### config.mk
export PLATFORM = sky130hd
export DESIGN_NAME = memory_unit_nb
export DESIGN_NICKNAME = d
export VERILOG_FILES = /design/src/rtl/memory_unit_nb.sv
export SDC_FILE = /design/constraint.sdc
export NUM_CORES = 1
export LEC_CHECK = 0
export CAP_MARGIN = 20
export CORE_AREA = 2 2 171 173
export DETAILED_ROUTE_END_ITERATION = 10
export DIE_AREA = 0 0 173 175
export GPL_ROUTABILITY_DRIVEN = 0
export PLACE_DENSITY = 0.65
export SLEW_MARGIN = 20
export SYNTH_ARGS = -nofsm -noshare
export SYNTH_HDL_FRONTEND = slang
export SYNTH_SLANG_ARGS = --single-unit
export TNS_END_PERCENT = 10
### constraint.sdc
create_clock -name clk -period 19.5 [get_ports clk]
set_input_delay 5.85 -clock clk [delete_from_list [all_inputs] [get_ports clk]]
set_output_delay 5.85 -clock clk [all_outputs]
set_load 0.05 [all_outputs]
### src/rtl/memory_unit_nb.sv
// Non-blocking load/store unit: one registered request stage toward data memory,
// an in-order tag FIFO for loads in flight and a result FIFO feeding the CDB.
module memory_unit_nb #(
  parameter int BW_PROCESSOR_DATA = 32,
  parameter int BW_ADDRESS        = 32,
  parameter int BW_TAG            = 4,
  parameter int NUM_OUTSTANDING   = 4
) (
  input  logic                           clk,
  input  logic                           rst,
  input  logic                           i_lsrsv_valid,
  output logic                           i_lsrsv_ready,
  input  logic                           i_lsrsv_opcode,
  input  logic [1:0]                     i_lsrsv_size,
  input  logic                           i_lsrsv_unsigned,
  input  logic [BW_TAG-1:0]              i_lsrsv_tag,
  input  logic [BW_ADDRESS-1:0]          i_lsrsv_rwaddr,
  input  logic [BW_PROCESSOR_DATA-1:0]   i_lsrsv_wdata,
  output logic                           o_D_mem_valid,
  input  logic                           o_D_mem_ready,
  output logic                           o_D_mem_r0w1,
  output logic [BW_ADDRESS-1:0]          o_D_mem_rwaddr,
  output logic [BW_PROCESSOR_DATA-1:0]   o_D_mem_wdata,
  output logic [BW_PROCESSOR_DATA/8-1:0] o_D_mem_wstrb,
  input  logic                           i_D_mem_rvalid,
  input  logic [BW_PROCESSOR_DATA-1:0]   i_D_mem_rdata,
  output logic                           o_cdb_valid,
  input  logic                           o_cdb_ready,
  output logic [BW_TAG-1:0]              o_cdb_tag,
  output logic [BW_PROCESSOR_DATA-1:0]   o_cdb_data,
  output logic                           o_busy
);

  localparam int SW  = BW_PROCESSOR_DATA / 8;
  localparam int OB  = $clog2(SW);
  localparam int PW  = $clog2(NUM_OUTSTANDING);
  localparam int TQW = BW_TAG + 3 + OB;
  localparam int RQW = BW_TAG + BW_PROCESSOR_DATA;
  localparam logic [PW+1:0] L_DEPTH   = (PW+2)'(NUM_OUTSTANDING);
  localparam logic [PW:0]   L_PTR_ONE = {{PW{1'b0}}, 1'b1};

  function automatic logic [BW_PROCESSOR_DATA-1:0] f_format(
    input logic [BW_PROCESSOR_DATA-1:0] d,
    input logic [1:0]                   sz,
    input logic                         uns,
    input logic [OB-1:0]                off
  );
    logic [BW_PROCESSOR_DATA-1:0] s;
    logic [BW_PROCESSOR_DATA-1:0] m;
    logic                         sign;
    int                           nb;
    s    = d >> {off, 3'b000};
    nb   = 32'd8 << sz;
    m    = ~({BW_PROCESSOR_DATA{1'b1}} << nb);
    // m & ~(m >> 1) isolates the top bit of the selected field
    sign = |(s & m & ~(m >> 1));
    f_format = (sign && !uns) ? ((s & m) | ~m) : (s & m);
  endfunction

  logic                         r_req_valid;
  logic                         r_req_r0w1;
  logic [BW_ADDRESS-1:0]        r_req_addr;
  logic [BW_PROCESSOR_DATA-1:0] r_req_wdata;
  logic [SW-1:0]                r_req_wstrb;
  logic [BW_TAG-1:0]            r_req_tag;
  logic [1:0]                   r_req_size;
  logic                         r_req_uns;
  logic [OB-1:0]                r_req_off;

  logic [TQW-1:0] r_tq [NUM_OUTSTANDING];
  logic [PW:0]    r_twr, r_trd;
  logic [RQW-1:0] r_rq [NUM_OUTSTANDING];
  logic [PW:0]    r_rwr, r_rrd;

  logic [1:0]                   w_size;
  logic [OB-1:0]                w_off;
  logic [SW-1:0]                w_strb;
  logic [BW_PROCESSOR_DATA-1:0] w_wdata;
  logic [PW:0]                  w_tcnt, w_rcnt;
  logic [PW+1:0]                w_used;
  logic                         w_acc, w_fire, w_push_t, w_pop_t, w_pop_r;
  logic [TQW-1:0]               w_thead;
  logic [RQW-1:0]               w_rhead;
  logic [BW_PROCESSOR_DATA-1:0] w_fmt;

  // Request formatting: effective size, byte offset, strobe and lane-shifted data.
  always_comb begin
    w_size = i_lsrsv_size;
    if (BW_PROCESSOR_DATA == 32 && i_lsrsv_size == 2'd3) w_size = 2'd2;
    else                                                 w_size = i_lsrsv_size;
    w_off = i_lsrsv_rwaddr[OB-1:0] & ({OB{1'b1}} << w_size);
    if (i_lsrsv_opcode) begin
      w_strb  = ~({SW{1'b1}} << (32'd1 << w_size)) << w_off;
      w_wdata = i_lsrsv_wdata << {w_off, 3'b000};
    end else begin
      w_strb  = {SW{1'b1}};
      w_wdata = {BW_PROCESSOR_DATA{1'b0}};
    end
  end

  assign w_tcnt   = r_twr - r_trd;
  assign w_rcnt   = r_rwr - r_rrd;
  assign w_used   = {1'b0, w_tcnt} + {1'b0, w_rcnt} + {{(PW+1){1'b0}}, r_req_valid & ~r_req_r0w1};
  assign i_lsrsv_ready = ~rst & (~r_req_valid | o_D_mem_ready) & (w_used < L_DEPTH);
  assign w_acc    = i_lsrsv_valid & i_lsrsv_ready;
  assign w_fire   = r_req_valid & o_D_mem_ready;
  assign w_push_t = w_fire & ~r_req_r0w1;
  assign w_pop_t  = i_D_mem_rvalid & (w_tcnt != {(PW+1){1'b0}});
  assign w_pop_r  = o_cdb_valid & o_cdb_ready;
  assign w_thead  = r_tq[r_trd[PW-1:0]];
  assign w_rhead  = r_rq[r_rrd[PW-1:0]];
  assign w_fmt    = f_format(i_D_mem_rdata, w_thead[OB+2:OB+1], w_thead[OB], w_thead[OB-1:0]);

  assign o_D_mem_valid  = r_req_valid;
  assign o_D_mem_r0w1   = r_req_r0w1;
  assign o_D_mem_rwaddr = r_req_addr;
  assign o_D_mem_wdata  = r_req_wdata;
  assign o_D_mem_wstrb  = r_req_wstrb;
  assign o_cdb_valid    = (w_rcnt != {(PW+1){1'b0}});
  assign o_cdb_tag      = w_rhead[RQW-1 -: BW_TAG];
  assign o_cdb_data     = w_rhead[BW_PROCESSOR_DATA-1:0];
  assign o_busy         = r_req_valid | (w_tcnt != {(PW+1){1'b0}}) | o_cdb_valid;

  // Request stage register: refilled on accept, emptied when memory takes it.
  always_ff @(posedge clk or posedge rst) begin
    if (rst) begin
      r_req_valid <= 1'b0;
      r_req_r0w1  <= 1'b0;
      r_req_addr  <= {BW_ADDRESS{1'b0}};
      r_req_wdata <= {BW_PROCESSOR_DATA{1'b0}};
      r_req_wstrb <= {SW{1'b0}};
      r_req_tag   <= {BW_TAG{1'b0}};
      r_req_size  <= 2'd0;
      r_req_uns   <= 1'b0;
      r_req_off   <= {OB{1'b0}};
    end else if (w_acc) begin
      r_req_valid <= 1'b1;
      r_req_r0w1  <= i_lsrsv_opcode;
      r_req_addr  <= {i_lsrsv_rwaddr[BW_ADDRESS-1:OB], {OB{1'b0}}};
      r_req_wdata <= w_wdata;
      r_req_wstrb <= w_strb;
      r_req_tag   <= i_lsrsv_tag;
      r_req_size  <= w_size;
      r_req_uns   <= i_lsrsv_unsigned;
      r_req_off   <= w_off;
    end else if (w_fire) begin
      r_req_valid <= 1'b0;
    end
  end

  // Tag FIFO: load metadata in issue order, popped by each memory response.
  always_ff @(posedge clk or posedge rst) begin
    if (rst) begin
      r_twr <= {(PW+1){1'b0}};
      r_trd <= {(PW+1){1'b0}};
      for (int i = 0; i < NUM_OUTSTANDING; i++) r_tq[i] <= {TQW{1'b0}};
    end else begin
      if (w_push_t) begin
        r_tq[r_twr[PW-1:0]] <= {r_req_tag, r_req_size, r_req_uns, r_req_off};
        r_twr <= r_twr + L_PTR_ONE;
      end
      if (w_pop_t) r_trd <= r_trd + L_PTR_ONE;
    end
  end

  // Result FIFO: formatted load data; its head drives the CDB directly.
  always_ff @(posedge clk or posedge rst) begin
    if (rst) begin
      r_rwr <= {(PW+1){1'b0}};
      r_rrd <= {(PW+1){1'b0}};
      for (int i = 0; i < NUM_OUTSTANDING; i++) r_rq[i] <= {RQW{1'b0}};
    end else begin
      if (w_pop_t) begin
        r_rq[r_rwr[PW-1:0]] <= {w_thead[TQW-1 -: BW_TAG], w_fmt};
        r_rwr <= r_rwr + L_PTR_ONE;
      end
      if (w_pop_r) r_rrd <= r_rrd + L_PTR_ONE;
    end
  end

endmodule

==> metrics.yaml, run 1 <==
status: "finished clean"
fmax_mhz: 71.5
grt_use_met2: 0.343
cp-end-kind: "output port"
skew_ps: 30.1
arrival_ps: 8140
syn_inst: 965
hold_end: "r_twr[2]"
max_slew_margin: 0.295
crit_required_ps: 13650
r2r_cells: 10
die_area_mm2: 0.0303
tritoncts: "yes"
io_pins: 219
r2r_slack_ps: 15220
min_from: "r_twr[2]"
drt_wl_total_um: 31500
critical_path.cell_chain: "clkdlybuf4s50_1 > nor4_1 > and2_1 > and2_1 > clkdlybuf4s50_1"
cts_setup_buffers: 0
cts-buffers-inserted: 28
synth_top_area_frac: 0.531
grt_usage: 0.211
slowest_stage: "clkdlybuf4s50_1"
ys_top_cells_by_area: "dfrtp_1 53%, mux2_2 12%, mux4_2 9.4%"
ys_ff_latch: 269
worstSetupStartpointType: "input pin"
tns_ps: 0
drtAntennaViolNets: 0
period_share: 0.717
ys_seq_area_frac: 0.531
r2r-end: "o_D_mem_wdata[0]"
grt_antenna_before_repair: 0
clock_latency_ps: 550
synth-edff-count: 0
wl_per_cell_um: 20.2
placed_cell_area_mm2: 0.0151
min_path_cells: 1
drv_cap: 0
synth.largest_area_cell: "dfrtp_1"
netlist_area_mm2: 0.0127
initial_core_util: 0.446
antennaDiodeCount: 0
clk_pin_slew_worst_paths_ps: 60
grt_pass1_vias: 9147
drt-initial-drc-count: 558
p_leak_nw: 6.89
reg2reg_from: "r_trd[0]"
cts_hold_buffers: 0
layout.nets: 1286
drive_above_1_share: 0.220
synth_warnings: 0
avgSynthCellArea_um2: 13.1
path_class: "in2out"
min_period_ps: 13990
slew_violations: 0
row_count: 62
met1_usage: 0.281
cp_max_fo: 3
coreArea_mm2: 0.0284
ir_drop_uv: 195
synth_cell_types: 47
die_w_um: 173
clock-sinks: 269
drtPass1Iterations: 5
area_growth_pct: 26.6
path_delay_family: "buffers and inverters"
grt_pass1_wl_um: 51000
design_area_mm2: 0.0160
rsz0062_at_grt: "no"
die_y_um: 175
synthArstFlopShare: 1.00
final-hold-violation-count: 0
hpwl_um: 20500
grtUsageMet3: 0.0583
via_per_inst: 5.55
vias: 8660
grt_remaining_overflow: 0
worst_pin_slew_ps: 1060
hp-class: "reg2reg"
cp_num_buf_inv: 2
ys.flop_type: "dfrtp_1"
htree_levels: 1
setup_viol: 0
clk_path_buf_depth: 3
top_usage_layer: "met2"
max_stage_delay_ps: 810
powerDensity_mw_per_mm2: 203
cts_root_buf: "clkbuf_16"
portBuffers: 216
drc: 0
grt_max_degree: 132
cts-resized-gates: 0
## cells by family (layout without fill, tap and decap cells)
family                     Yosys count  after routing  share of synthesized area
xor gates and xnor gates            11             11                    0.00869
and+or+nand+nor                    196            196                     0.0673
buffers and inverters               76            287                     0.0292
other                                1              2                   0.000296
AOI/OAI and AO/OA                  177            177                      0.106
DFF                                269            269                      0.531
muxes                              218            218                      0.239
adders and majority gates           17             17                     0.0180
## Yosys cell counts, drive strengths merged, types with 5 or more instances
cell / number
nand3: 11
mux2i: 34
nand2b: 5
inv: 12
ha: 15
o2bb2ai: 8
a21oi: 10
a22o: 40
nor2: 13
nor2b: 6
mux2: 131
o21ai: 42
o211ai: 72
buf: 25
dfrtp: 269
mux4: 53
clkbuf: 39
xnor2: 9
nand2: 145
## worst reg2reg max path: stages, from the launching register on
cell,delay (ps)
dfrtp_1,770
ha_1,260
inv_1,50
fa_1,390
xnor3_1,470
ha_1,300
nor4_1,500
and2_1,280
nand4_1,340
nor2_1,630
a22o_1,230
## placed cells by master (no fill, tap or decap), drive strengths merged, types with 2 or more instances in the layout
master,instances
ha,15
nand2b,5
fa,2
and3b,2
nand3,11
conb,2
inv,12
clkbuf,40
o211ai,72
or2,4
a22o,40
nor2,13
clkinv,5
or3,2
mux2,131
clkdlybuf4s50,216
buf,11
mux2i,34
nor2b,6
bufinv,2
dfrtp,269
xnor2,9
mux4,53
a21o,2
and2,4
o2bb2ai,8
nand2,145
o21ai,42
a21oi,10
## cell type report
cell class                 count  area [um2]
fill                        2411       12400
timing repair buffer         227        2250
clock inverter                 8        92.6
sequential                   269        6730
clock buffer                  40         817
tap                          384         480
multi-input combinational    621        5610
inverter                      12        52.6
## how the worst max path moves through the flow
stage | start | endpoint | slack [ps] | depth (start not counted)
floorplan | rst | o_D_mem_r0w1 | 6240 | 1
global placement | rst | i_lsrsv_ready | 5510 | 5
detailed placement | rst | i_lsrsv_ready | 5510 | 5
CTS | rst | i_lsrsv_ready | 5500 | 5
global route | rst | i_lsrsv_ready | 5420 | 5
finish | rst | i_lsrsv_ready | 5510 | 5
## per-stage QoR
step                      cells  worst slack (ps)   util  total power [W]  hold WS (ps)
after floorplan             966              6240      -          0.00224           445
after global placement     1513              5510  0.533          0.00272           459
after detailed placement   1513              5510  0.533          0.00276           470
after CTS                  1561              5500  0.565          0.00330           480
after global routing       1561              5420  0.565          0.00346           501
final                      1561              5510  0.565          0.00326           476
## state kept, by name, indices dropped and copies added (netlist names), 2 cells and up
signal          cells
r_twr               3
r_trd               3
r_req_size          2
r_tq               36
r_req_tag           4
r_rwr               3
o_D_mem_wstrb       4
r_req_off           2
o_D_mem_wdata      32
r_rrd               3
r_rq              144
o_D_mem_rwaddr     30
## layer usage
| layer | share of wire | wire length (um) |
|---|---|---|
| met1 | 0.42 | 13400 |
| met2 | 0.47 | 14900 |
| met3 | 0.079 | 2500 |
| met4 | 0.024 | 746 |
| met5 | 0 | 0 |
## where the power goes
| group | switching (W) | internal (W) |
|---|---|---|
| clock | 0.000215 | 0.000315 |
| combinational | 0.00106 | 0.000716 |
| sequential | 0.000144 | 0.000810 |
| total | 0.00142 | 0.00184 |
Note: power is estimated with default switching activity, not from simulation.
==> inputs of run 2 (changes only) <==
- PLACE_DENSITY: 0.65 -> 0.68
- clock period: 19.5 -> 12.6 ns (I/O delays scaled with it)
==> run 2 against run 1 <==
Effect of this change:
- die area unchanged
- sequential power up 54%
- global-route usage down 0.36 points
- clock power up 57%
- non-clock buffer count up 1
- worst hold slack better by 1.2 ps
- utilization up 0.17 points
- clock skew down 13 ps
- critical path depth unchanged
- critical endpoint unchanged
- total power up 55%
- highest routed layer unchanged
==> metrics.yaml, run 2 (synthesized netlist as in run 1, its figures left out) <==
cts_root_buf: "clkbuf_16"
grt_pass1_vias: 9009  # -1.5%
cp_max_fo: 3  # unchanged
design_area_mm2: 0.0161  # +0.30%
drt_wl_total_um: 30900  # -1.8%
worst_pin_slew_ps: 973  # -84.0 ps
max_slew_margin: 0.351  # +0.0560
largest-register: "r_rq"
period_share: 0.782
min_from: "o_D_mem_wdata[28]"
setup_viol: 0  # unchanged
critPathLaunch: "rst"
min_period_ps: 9850
vias: 8639  # -0.24%
die_y_um: 175  # unchanged
layout.nets: 1287  # +0.078%
drtPass1Iterations: 5  # unchanged
drc: 0  # unchanged
hpwl_um: 20400  # -0.76%
largest_reg_flops: 144  # unchanged
tritoncts: "yes"
row_count: 62  # unchanged
max_stage_delay_ps: 820  # about the same
clk_pin_slew_worst_paths_ps: 60  # about the same
path_delay_family: "buffers and inverters"
coreArea_mm2: 0.0284  # unchanged
fillers: 2403  # -0.33%
drv_cap: 0  # unchanged
grt_max_degree: 129  # -2.3%
regArea_mm2: 0.00673  # unchanged
grt_remaining_overflow: 0  # unchanged
ir_drop_uv: 160  # -18%
crit_required_ps: 8820  # -4830 ps
placed_cell_area_mm2: 0.0151  # about the same
portBuffers: 216  # unchanged
grt_antenna_before_repair: 0  # unchanged
worstSetupStartpointType: "input pin"
arrival_ps: 6070  # -2070 ps
powerDensity_mw_per_mm2: 315  # +55%
multi_input_area_mm2: 0.00561  # unchanged
fmax_mhz: 102
initial_core_util: 0.446  # unchanged
drive_above_1_share: 0.225  # +0.00499
slew_violations: 0  # unchanged
status: "finished clean"
cp_num_buf_inv: 2  # unchanged
hp-class: "reg2reg"
cts-buffers-inserted: 28  # unchanged
via_per_inst: 5.52  # -0.56%
cts_setup_buffers: 0  # unchanged
clock-sinks: 269  # unchanged
layout_commonest_cell: "dfrtp_1"
skew_ps: 17.2  # -12.8 ps
htree_levels: 1  # unchanged
path_class: "in2out"
cts_hold_buffers: 0  # unchanged
die_w_um: 173  # unchanged
drtAntennaViolNets: 0  # unchanged
reg2reg_from: "r_trd[0]"
tns_ps: 0  # unchanged
final-hold-violation-count: 0  # unchanged
grt_usage: 0.207  # -0.00364
wl_per_cell_um: 19.7  # -2.1%
grt_pass1_wl_um: 50600  # -0.84%
area_growth_pct: 27.0
antennaDiodeCount: 0  # unchanged
layout_common_cells: "268 x dfrtp_1, 216 x clkdlybuf4s50_1, 145 x nand2_1"
io_pins: 219  # unchanged
p_leak_nw: 6.92  # +0.39%
clk_path_buf_depth: 3  # unchanged
rsz0062_at_grt: "no"
slowest_stage: "clkdlybuf4s50_1"
critical_path.cell_chain: "clkdlybuf4s50_1 > nor4_1 > and2_1 > and2_1 > clkdlybuf4s50_1"
clock_latency_ps: 540  # about the same
drt-initial-drc-count: 511  # -8.4%
cts-resized-gates: 0  # unchanged
cp-end-kind: "output port"
die_area_mm2: 0.0303  # unchanged
run 2: path summary, 6_finish.rpt:
path                                     end  slack [ps]  cells past startpoint
setup / recovery               i_lsrsv_ready        2750                      5
hold / removal             o_D_mem_wdata[28]         480                      2
setup reg to reg            o_D_mem_wdata[1]        8290                     10
hold reg to reg            o_D_mem_wdata[28]         480                      2
max in group asynchronous   o_D_mem_wstrb[3]        7180                      3
min in group asynchronous           r_rrd[1]        3850                      2
run 2: layout make-up:
type | instances | area share
clock buffer | 43 | 0.0546
clock inverter | 9 | 0.00467
inverter | 12 | 0.00327
multi-input combinational | 621 | 0.349
sequential | 269 | 0.419
tap | 384 | 0.0299
timing repair buffer | 228 | 0.140
run 2: worst min-delay path, stage by stage, from the launching register on:
cell	delay, ps
dfrtp_1	340
nand2_1	50
o21ai_0	60
run 2: metrics by stage:
| stage | util | cells | setup WS, ps | hold WS (ps) | total power [W] |
|---|---|---|---|---|---|
| floorplan | - | 966 | 1410 | 445 | 0.00346 |
| global placement | 0.533 | 1514 | 2830 | 457 | 0.00421 |
| detailed placement | 0.533 | 1514 | 2800 | 469 | 0.00426 |
| CTS | 0.566 | 1566 | 2790 | 482 | 0.00511 |
| global route | 0.566 | 1566 | 2680 | 487 | 0.00536 |
| finish | 0.566 | 1566 | 2750 | 478 | 0.00506 |
run 2: metal layers:
metal,global-route usage,routed length [um],vias up
met3,0.0622,2470,30
met5,0,0,-
met4,0.0357,431,0
li1,-,-,3949
met1,0.279,13400,4380
met2,0.337,14600,280
run 2: power breakdown:
| group | internal, W | switching (W) | total, W |
|---|---|---|---|
| clock network | 0.000499 | 0.000336 | 0.000834 |
| logic | 0.00111 | 0.00164 | 0.00275 |
| registers | 0.00125 | 0.000221 | 0.00147 |
